$ cat config.mk
export PLATFORM = sky130hd
export DESIGN_NAME = maze_port_arbiter
export DESIGN_NICKNAME = d
export VERILOG_FILES = /design/src/rtl/maze_pkg.sv /design/src/rtl/maze_rr_pick.sv /design/src/rtl/maze_port_arbiter.sv
export SDC_FILE = /design/constraint.sdc
export NUM_CORES = 1
export LEC_CHECK = 0
export BUFFER_PORTS_ARGS = -buffer_cell sky130_fd_sc_hd__buf_2
export CAP_MARGIN = 25
export CORE_MARGIN = 2
export CORE_UTILIZATION = 56
export CTS_CLUSTER_DIAMETER = 100
export DETAILED_ROUTE_END_ITERATION = 12
export GPL_TIMING_DRIVEN = 0
export PLACE_DENSITY = 0.87
export SLEW_MARGIN = 20
export SYNTH_ARGS = -nofsm -noshare
export SYNTH_HDL_FRONTEND = slang
export SYNTH_SLANG_ARGS = --single-unit
$ cat constraint.sdc
create_clock -name board_clk -period 12.2 [get_ports board_clk]
set_clock_uncertainty 0.15 [all_clocks]
set_input_delay 0.61 -clock board_clk [delete_from_list [all_inputs] [get_ports board_clk]]
set_output_delay 0.61 -clock board_clk [all_outputs]
set_load 0.03 [all_outputs]
$ cat src/rtl/maze_pkg.sv
// maze_pkg: shared types and constants for the maze tile memory and the
// clients that read it through maze_port_arbiter.
//
// Contents:
//   tile_t        2-bit tile code stored per maze cell
//   MAZE_*        tile grid geometry and address width
//   NUM_REQ       number of tile-port requesters (Pac-Man + four ghosts)
//   REQ_*         requester indices
//   idx_width()   index width for an N-entry one-hot vector
package maze_pkg;

   typedef enum logic [1:0] {
      TILE_EMPTY = 2'd0,
      TILE_WALL  = 2'd1,
      TILE_FOOD  = 2'd2,
      TILE_POWER = 2'd3
   } tile_t;

   localparam int unsigned MAZE_ADDR_W = 13;
   localparam int unsigned MAZE_COLS   = 80;
   localparam int unsigned MAZE_ROWS   = 60;
   localparam int unsigned NUM_REQ     = 5;

   localparam int unsigned REQ_PAC    = 0;
   localparam int unsigned REQ_GHOST0 = 1;
   localparam int unsigned REQ_GHOST1 = 2;
   localparam int unsigned REQ_GHOST2 = 3;
   localparam int unsigned REQ_GHOST3 = 4;

   // Width of an index into an n-entry vector; never less than 1 bit.
   function automatic int unsigned idx_width(input int unsigned n);
      return (n > 1) ? $clog2(n) : 1;
   endfunction

endpackage

$ cat src/rtl/maze_rr_pick.sv
// maze_rr_pick: combinational round-robin selector.
// Scans req starting at position ptr and wrapping modulo NUM_REQ; the first
// set bit found is returned as a one-hot pick.
//
// Ports:
//   req    in   NUM_REQ  eligible request vector (already masked by caller)
//   ptr    in   PTR_W    position where the search starts (0..NUM_REQ-1)
//   pick   out  NUM_REQ  one-hot winner, all-zero when nothing is eligible
//   found  out  1        high when pick is non-zero
module maze_rr_pick #(
   parameter int unsigned NUM_REQ = maze_pkg::NUM_REQ,
   parameter int unsigned PTR_W   = maze_pkg::idx_width(NUM_REQ)
) (
   input  logic [NUM_REQ-1:0] req,
   input  logic [PTR_W-1:0]   ptr,
   output logic [NUM_REQ-1:0] pick,
   output logic               found
);

   // One extra bit so ptr + k cannot overflow before the wrap subtraction.
   logic [PTR_W:0]   sum;
   logic [PTR_W-1:0] idx;

   always_comb begin
      pick  = '0;
      found = 1'b0;
      sum   = '0;
      idx   = '0;
      for (int k = 0; k < NUM_REQ; k++) begin
         sum = {1'b0, ptr} + (PTR_W+1)'(k);
         if (sum >= (PTR_W+1)'(NUM_REQ)) begin
            sum = sum - (PTR_W+1)'(NUM_REQ);
         end
         idx = sum[PTR_W-1:0];
         if (!found && req[idx]) begin
            pick[idx] = 1'b1;
            found     = 1'b1;
         end
      end
   end

endmodule

$ cat src/rtl/maze_port_arbiter.sv
// maze_port_arbiter: shares the single synchronous-read port of the maze tile
// RAM between Pac-Man movement (requester 0) and the four ghosts (1..4).
// One grant per cycle at most; each grant issues a RAM read whose data comes
// back to the granted requester as a one-cycle rsp_valid strobe exactly
// MEM_LAT+1 cycles after its gnt pulse. Responses are never reordered.
//
// Build option: define MAZE_ARB_PAC_PRIORITY_EN to make requester 0 win
// whenever it is eligible; ghosts then rotate among themselves and the
// round-robin pointer only moves on ghost grants. Undefined: plain
// round-robin over all requesters.
//
// Ports:
//   board_clk  in   1               system clock
//   Reset      in   1               asynchronous, active-high reset
//   stall      in   1               suppress new grants; in-flight reads finish
//   req        in   NUM_REQ         per-requester request level
//   req_addr   in   NUM_REQ*ADDR_W  flattened addresses, slice i = [i*ADDR_W +: ADDR_W]
//   gnt        out  NUM_REQ         one-hot grant pulse
//   mem_en     out  1               tile RAM read enable
//   mem_addr   out  ADDR_W          tile RAM address (holds when idle)
//   mem_rdata  in   DATA_W          tile RAM data, valid MEM_LAT cycles after mem_en
//   rsp_valid  out  NUM_REQ         one-hot response strobe
//   rsp_data   out  DATA_W          tile code, qualified by rsp_valid
//   busy       out  1               any read in flight
//   gnt_cnt    out  16              wrapping count of grants issued
module maze_port_arbiter #(
   parameter int unsigned NUM_REQ = maze_pkg::NUM_REQ,
   parameter int unsigned ADDR_W  = maze_pkg::MAZE_ADDR_W,
   parameter int unsigned DATA_W  = 2,
   parameter int unsigned MEM_LAT = 1
) (
   input  logic                      board_clk,
   input  logic                      Reset,
   input  logic                      stall,
   input  logic [NUM_REQ-1:0]        req,
   input  logic [NUM_REQ*ADDR_W-1:0] req_addr,
   output logic [NUM_REQ-1:0]        gnt,
   output logic                      mem_en,
   output logic [ADDR_W-1:0]         mem_addr,
   input  logic [DATA_W-1:0]         mem_rdata,
   output logic [NUM_REQ-1:0]        rsp_valid,
   output logic [DATA_W-1:0]         rsp_data,
   output logic                      busy,
   output logic [15:0]               gnt_cnt
);

   import maze_pkg::*;

   localparam int unsigned PTR_W = idx_width(NUM_REQ);

   logic [NUM_REQ-1:0] gnt_q;
   logic               mem_en_q;
   logic [ADDR_W-1:0]  mem_addr_q, mem_addr_d;
   logic [NUM_REQ-1:0] rsp_valid_q, rsp_valid_d;
   logic [DATA_W-1:0]  rsp_data_q, rsp_data_d;
   logic [15:0]        gnt_cnt_q;
   logic [PTR_W-1:0]   ptr_q, ptr_d;

   // Read pipeline: stage 0 lines up with the gnt cycle, stage MEM_LAT with
   // the cycle in which mem_rdata is valid for that grant.
   logic [MEM_LAT:0]   pipe_vld_q;
   logic [PTR_W-1:0]   pipe_idx_q [MEM_LAT+1];

   logic [NUM_REQ-1:0] elig;
   logic [NUM_REQ-1:0] pick;
   logic               found;
   logic               ptr_adv;
   logic [PTR_W-1:0]   pick_idx;

   // The requester granted this cycle still holds req until it sees gnt, so it
   // is masked out of the decision at the next edge.
   assign elig = stall ? '0 : (req & ~gnt_q);

`ifdef MAZE_ARB_PAC_PRIORITY_EN
   logic [NUM_REQ-1:0] pac_mask;
   logic [NUM_REQ-1:0] pac_pick, ghost_pick;
   logic               pac_found, ghost_found;

   always_comb begin
      pac_mask          = '0;
      pac_mask[REQ_PAC] = 1'b1;
   end

   maze_rr_pick #(
      .NUM_REQ (NUM_REQ),
      .PTR_W   (PTR_W)
   ) u_pick_pac (
      .req   (elig & pac_mask),
      .ptr   ('0),
      .pick  (pac_pick),
      .found (pac_found)
   );

   maze_rr_pick #(
      .NUM_REQ (NUM_REQ),
      .PTR_W   (PTR_W)
   ) u_pick_ghost (
      .req   (elig & ~pac_mask),
      .ptr   (ptr_q),
      .pick  (ghost_pick),
      .found (ghost_found)
   );

   assign pick    = pac_found ? pac_pick : ghost_pick;
   assign found   = pac_found | ghost_found;
   assign ptr_adv = !pac_found && ghost_found;
`else
   maze_rr_pick #(
      .NUM_REQ (NUM_REQ),
      .PTR_W   (PTR_W)
   ) u_pick (
      .req   (elig),
      .ptr   (ptr_q),
      .pick  (pick),
      .found (found)
   );

   assign ptr_adv = found;
`endif

   // Encode the winner and select its address; idle keeps the last address.
   always_comb begin
      pick_idx   = '0;
      mem_addr_d = mem_addr_q;
      for (int i = 0; i < NUM_REQ; i++) begin
         if (pick[i]) begin
            pick_idx   = PTR_W'(i);
            mem_addr_d = req_addr[i*ADDR_W +: ADDR_W];
         end
      end
   end

   always_comb begin
      ptr_d = ptr_q;
      if (ptr_adv) begin
         ptr_d = (pick_idx == PTR_W'(NUM_REQ - 1)) ? '0 : pick_idx + PTR_W'(1);
      end
   end

   always_comb begin
      rsp_valid_d = '0;
      rsp_data_d  = rsp_data_q;
      if (pipe_vld_q[MEM_LAT]) begin
         rsp_valid_d[pipe_idx_q[MEM_LAT]] = 1'b1;
         rsp_data_d                       = mem_rdata;
      end
   end

   always_ff @(posedge board_clk or posedge Reset) begin
      if (Reset) begin
         gnt_q       <= '0;
         mem_en_q    <= 1'b0;
         mem_addr_q  <= '0;
         gnt_cnt_q   <= '0;
         ptr_q       <= '0;
         rsp_valid_q <= '0;
         rsp_data_q  <= '0;
      end else begin
         gnt_q       <= pick;
         mem_en_q    <= found;
         mem_addr_q  <= mem_addr_d;
         gnt_cnt_q   <= gnt_cnt_q + 16'(found);
         ptr_q       <= ptr_d;
         rsp_valid_q <= rsp_valid_d;
         rsp_data_q  <= rsp_data_d;
      end
   end

   always_ff @(posedge board_clk or posedge Reset) begin
      if (Reset) begin
         pipe_vld_q <= '0;
         for (int s = 0; s <= MEM_LAT; s++) begin
            pipe_idx_q[s] <= '0;
         end
      end else begin
         pipe_vld_q    <= {pipe_vld_q[MEM_LAT-1:0], found};
         pipe_idx_q[0] <= pick_idx;
         for (int s = 1; s <= MEM_LAT; s++) begin
            pipe_idx_q[s] <= pipe_idx_q[s-1];
         end
      end
   end

   assign gnt       = gnt_q;
   assign mem_en    = mem_en_q;
   assign mem_addr  = mem_addr_q;
   assign rsp_valid = rsp_valid_q;
   assign rsp_data  = rsp_data_q;
   assign busy      = |pipe_vld_q;
   assign gnt_cnt   = gnt_cnt_q;

endmodule
==> results.toml <==
[final_layout]
diodes = 0
layout_commonest_cell = "buf_2"
fin_area_um2 = 4530
final_layout_size_suffix_gt1_share_pct = 32.4
fin_cells = 611
multiInputGateArea_um2 = 2240
final_cell_mix = "buf_2 (122), dfrtp_1 (51), nor2_1 (49)"
seqCellArea_um2 = 1280
fillers = 496
areaGrowthSynthToFinish_pct = 22.1
postLayoutCoreUtil_pct = 70.9
fin_nets = 622

[cts]
cts_tree = "yes"
cts_resized = 0
cts_htree_levels = 2
cts_sinks = 51
cts_hold_buf = 0
cts-root-buf = "clkbuf_8"
clk_pin_slew_ns = 0.09
clockBufferDepth = 2
numCtsBuffers = 5
postCtsSetupRepairBufs = 0
clk_latency_ns = 0.30

[setup_path]
cp-end-kind = "flip-flop"
start_kind = "flip-flop"
crit_family = "buffers and inverters"
path_class = "flip-flop to flip-flop"
crit_slowest_cell = "dfrtp_1"
critPathMaxFanout = 12
critPathLaunch = "ptr_q[1]$_DFFE_PP0N_"
cp_slowest_stage_delay_ns = 0.67
path_cells = "inv_1, ha_1, a21oi_4, mux2i_1, mux2_2, a221oi_2, or4b_1, buf_2, o31ai_1, a31o_2, clkbuf_1, clkbuf_1, or2_2, ha_1, nand2_1, o21ai_0"
cp.arrival_ns = 5.60
critPathBufInv = 4
timing.rr.start = "ptr_q[1]$_DFFE_PP0N_"
cp.required_ns = 12.24

[die]
coreArea_um2 = 6390
die_w_um = 85.4
ios = 118
row_count = 29
die_area_um2 = 7290
chipHeight_um = 85.4
start_util_pct = 58.1

[sta]
worstMarginPinSlew_ns = 1.06
relSlewSlack_pct = 29.0
setup_viol = 0
final-hold-violation-count = 0
fin_crit_sh_pct = 45.6
setup_slack_ns = 6.64
rsz0062_at_grt = "false"
worst_hold_slack_ns = 0.194
setup_tns_ns = 0
drv_slew = 0
fmax_ghz = 0.180
period_needed_ns = 5.56

[detailed_routing]
drt-pass1-iter-count = 5
wl_um = 10800
vias_per_cell = 6.21
wl_per_cell_um = 17.6
drt_iter0_markers = 366
ant_nets = 0
drc = 0
vias = 3793

[power]
power.leakage_nw = 2.26
finalPower_mw = 1.63
ir_drop_uv = 409
p_per_area_nw_per_um2 = 360

[logic_synthesis]
synthesis.area_um2 = 3710
synthArstFlopShare_pct = 100
synth.distinct_cells = 66
seq_area_frac_synth_pct = 34.4
syn_avg_cell_area_um2 = 9.09
yosysWarnings = 0
synth_top_flop_cell = "dfrtp_1"
syn_nets = 497
synthCells = 408
synth-edff-count = 0
synth-seq-cells = 51

[grt]
grt_max_degree = 27
antenna_found_initial = 0
grt_pass1_vias = 3720
grt_overflow_total = 0
track_usage_pct = 30.5
grt_pass1_wl_um = 17800

[run_status]
status = "finished, final reports clean"

[place]
place_area_um2 = 4410
place_congestion = 0.978
dp_cells = 603
io_buffers = 116
dp_hpwl_um = 8350
place_ws_ns = 6.75

[hold_path]
hp-class = "input pin to async pin"

[run]
cap_viol_max_count = 0
## worst paths after layout
check                           cells past startpoint  slack (ns)                       to
worst min-delay path                                2        0.19     gnt_cnt[5]$_DFF_PP0_
worst max-delay path                               16        6.64     ptr_q[1]$_DFFE_PP0N_
worst min register to register                      0        0.21  pipe_idx_q[1]$_DFF_PP0_
worst max register to register                     16        6.64     ptr_q[1]$_DFFE_PP0N_
min in group board_clk                              0        0.21  pipe_idx_q[1]$_DFF_PP0_
max in group asynchronous                           3       11.18     ptr_q[2]$_DFFE_PP0N_
## worst register-to-register path, delay by kind of cell (launching register included)
kind	cells	cell delay (ns)
compound gates	5	1.23
simple gates	3	0.74
buf+inv	4	1.28
flops	1	0.67
fa+ha+maj	2	0.52
mux	2	0.87
## power by group
group	total, mW	switching, mW	leakage (nW)	internal (mW)
clock	0.122	0.0557	0.0612	0.0664
sequential	0.296	0.0527	0.636	0.244
combinational	1.21	0.730	1.56	0.482
total	1.63	0.839	2.26	0.792
## cells by family after synthesis
group	synth area share [%]
adder cells (fa/ha/maj)	4.93
buffers and inverters	5.26
AO/OA/AOI/OAI	20.5
XOR/XNOR	3.54
AND/OR/NAND/NOR	24.0
multiplexers	7.32
flip-flops	34.4
## metal layers
metal  routed length (um)  up-vias  global-route usage (%)
met1                 4270     1803                    38.7
li1                     -     1750                       -
met4                  192        0                    9.09
met5                    0        -                       0
met2                 5420      219                    53.4
met3                  890       21                    5.16
## final cells by class
class	instances	share of cell area (%)
plain buffers	24	3.21
clock buffers	6	1.82
clock inverters	2	0.774
inverters	13	1.11
multi-input cells	320	49.4
flip-flops and latches	51	28.2
well taps	77	2.13
repair buffers	118	13.4
## state kept, by name, indices dropped and copies added (netlist names)
signal,flops
gnt,5
gnt_cnt,16
mem_addr,13
pipe_idx_q,5
pipe_vld_q,2
ptr_q,3
rsp_data,2
rsp_valid,5
## Yosys cell counts (all sizes together) (5+ instances only)
master  number  share of area, %
a211oi      15               4.4
mux2         7               2.1
dfrtp       51                34
mux2i       17               4.6
xnor2       10               2.4
ha          13               4.4
nand3       14               1.9
inv         11               1.1
buf         14               2.9
nand2b      10               1.7
a211o       15               3.5
nor2b        9               1.5
a21oi       25               3.8
nor2        49               5.0
nand2       19               1.9
nor3        24               3.2
and3         7               1.2
o31ai        5               1.0
clkbuf      10               1.0
o21ai       10               1.4
xor2         5               1.2
or4          8               1.7
(Power assumes the default switching activity.)
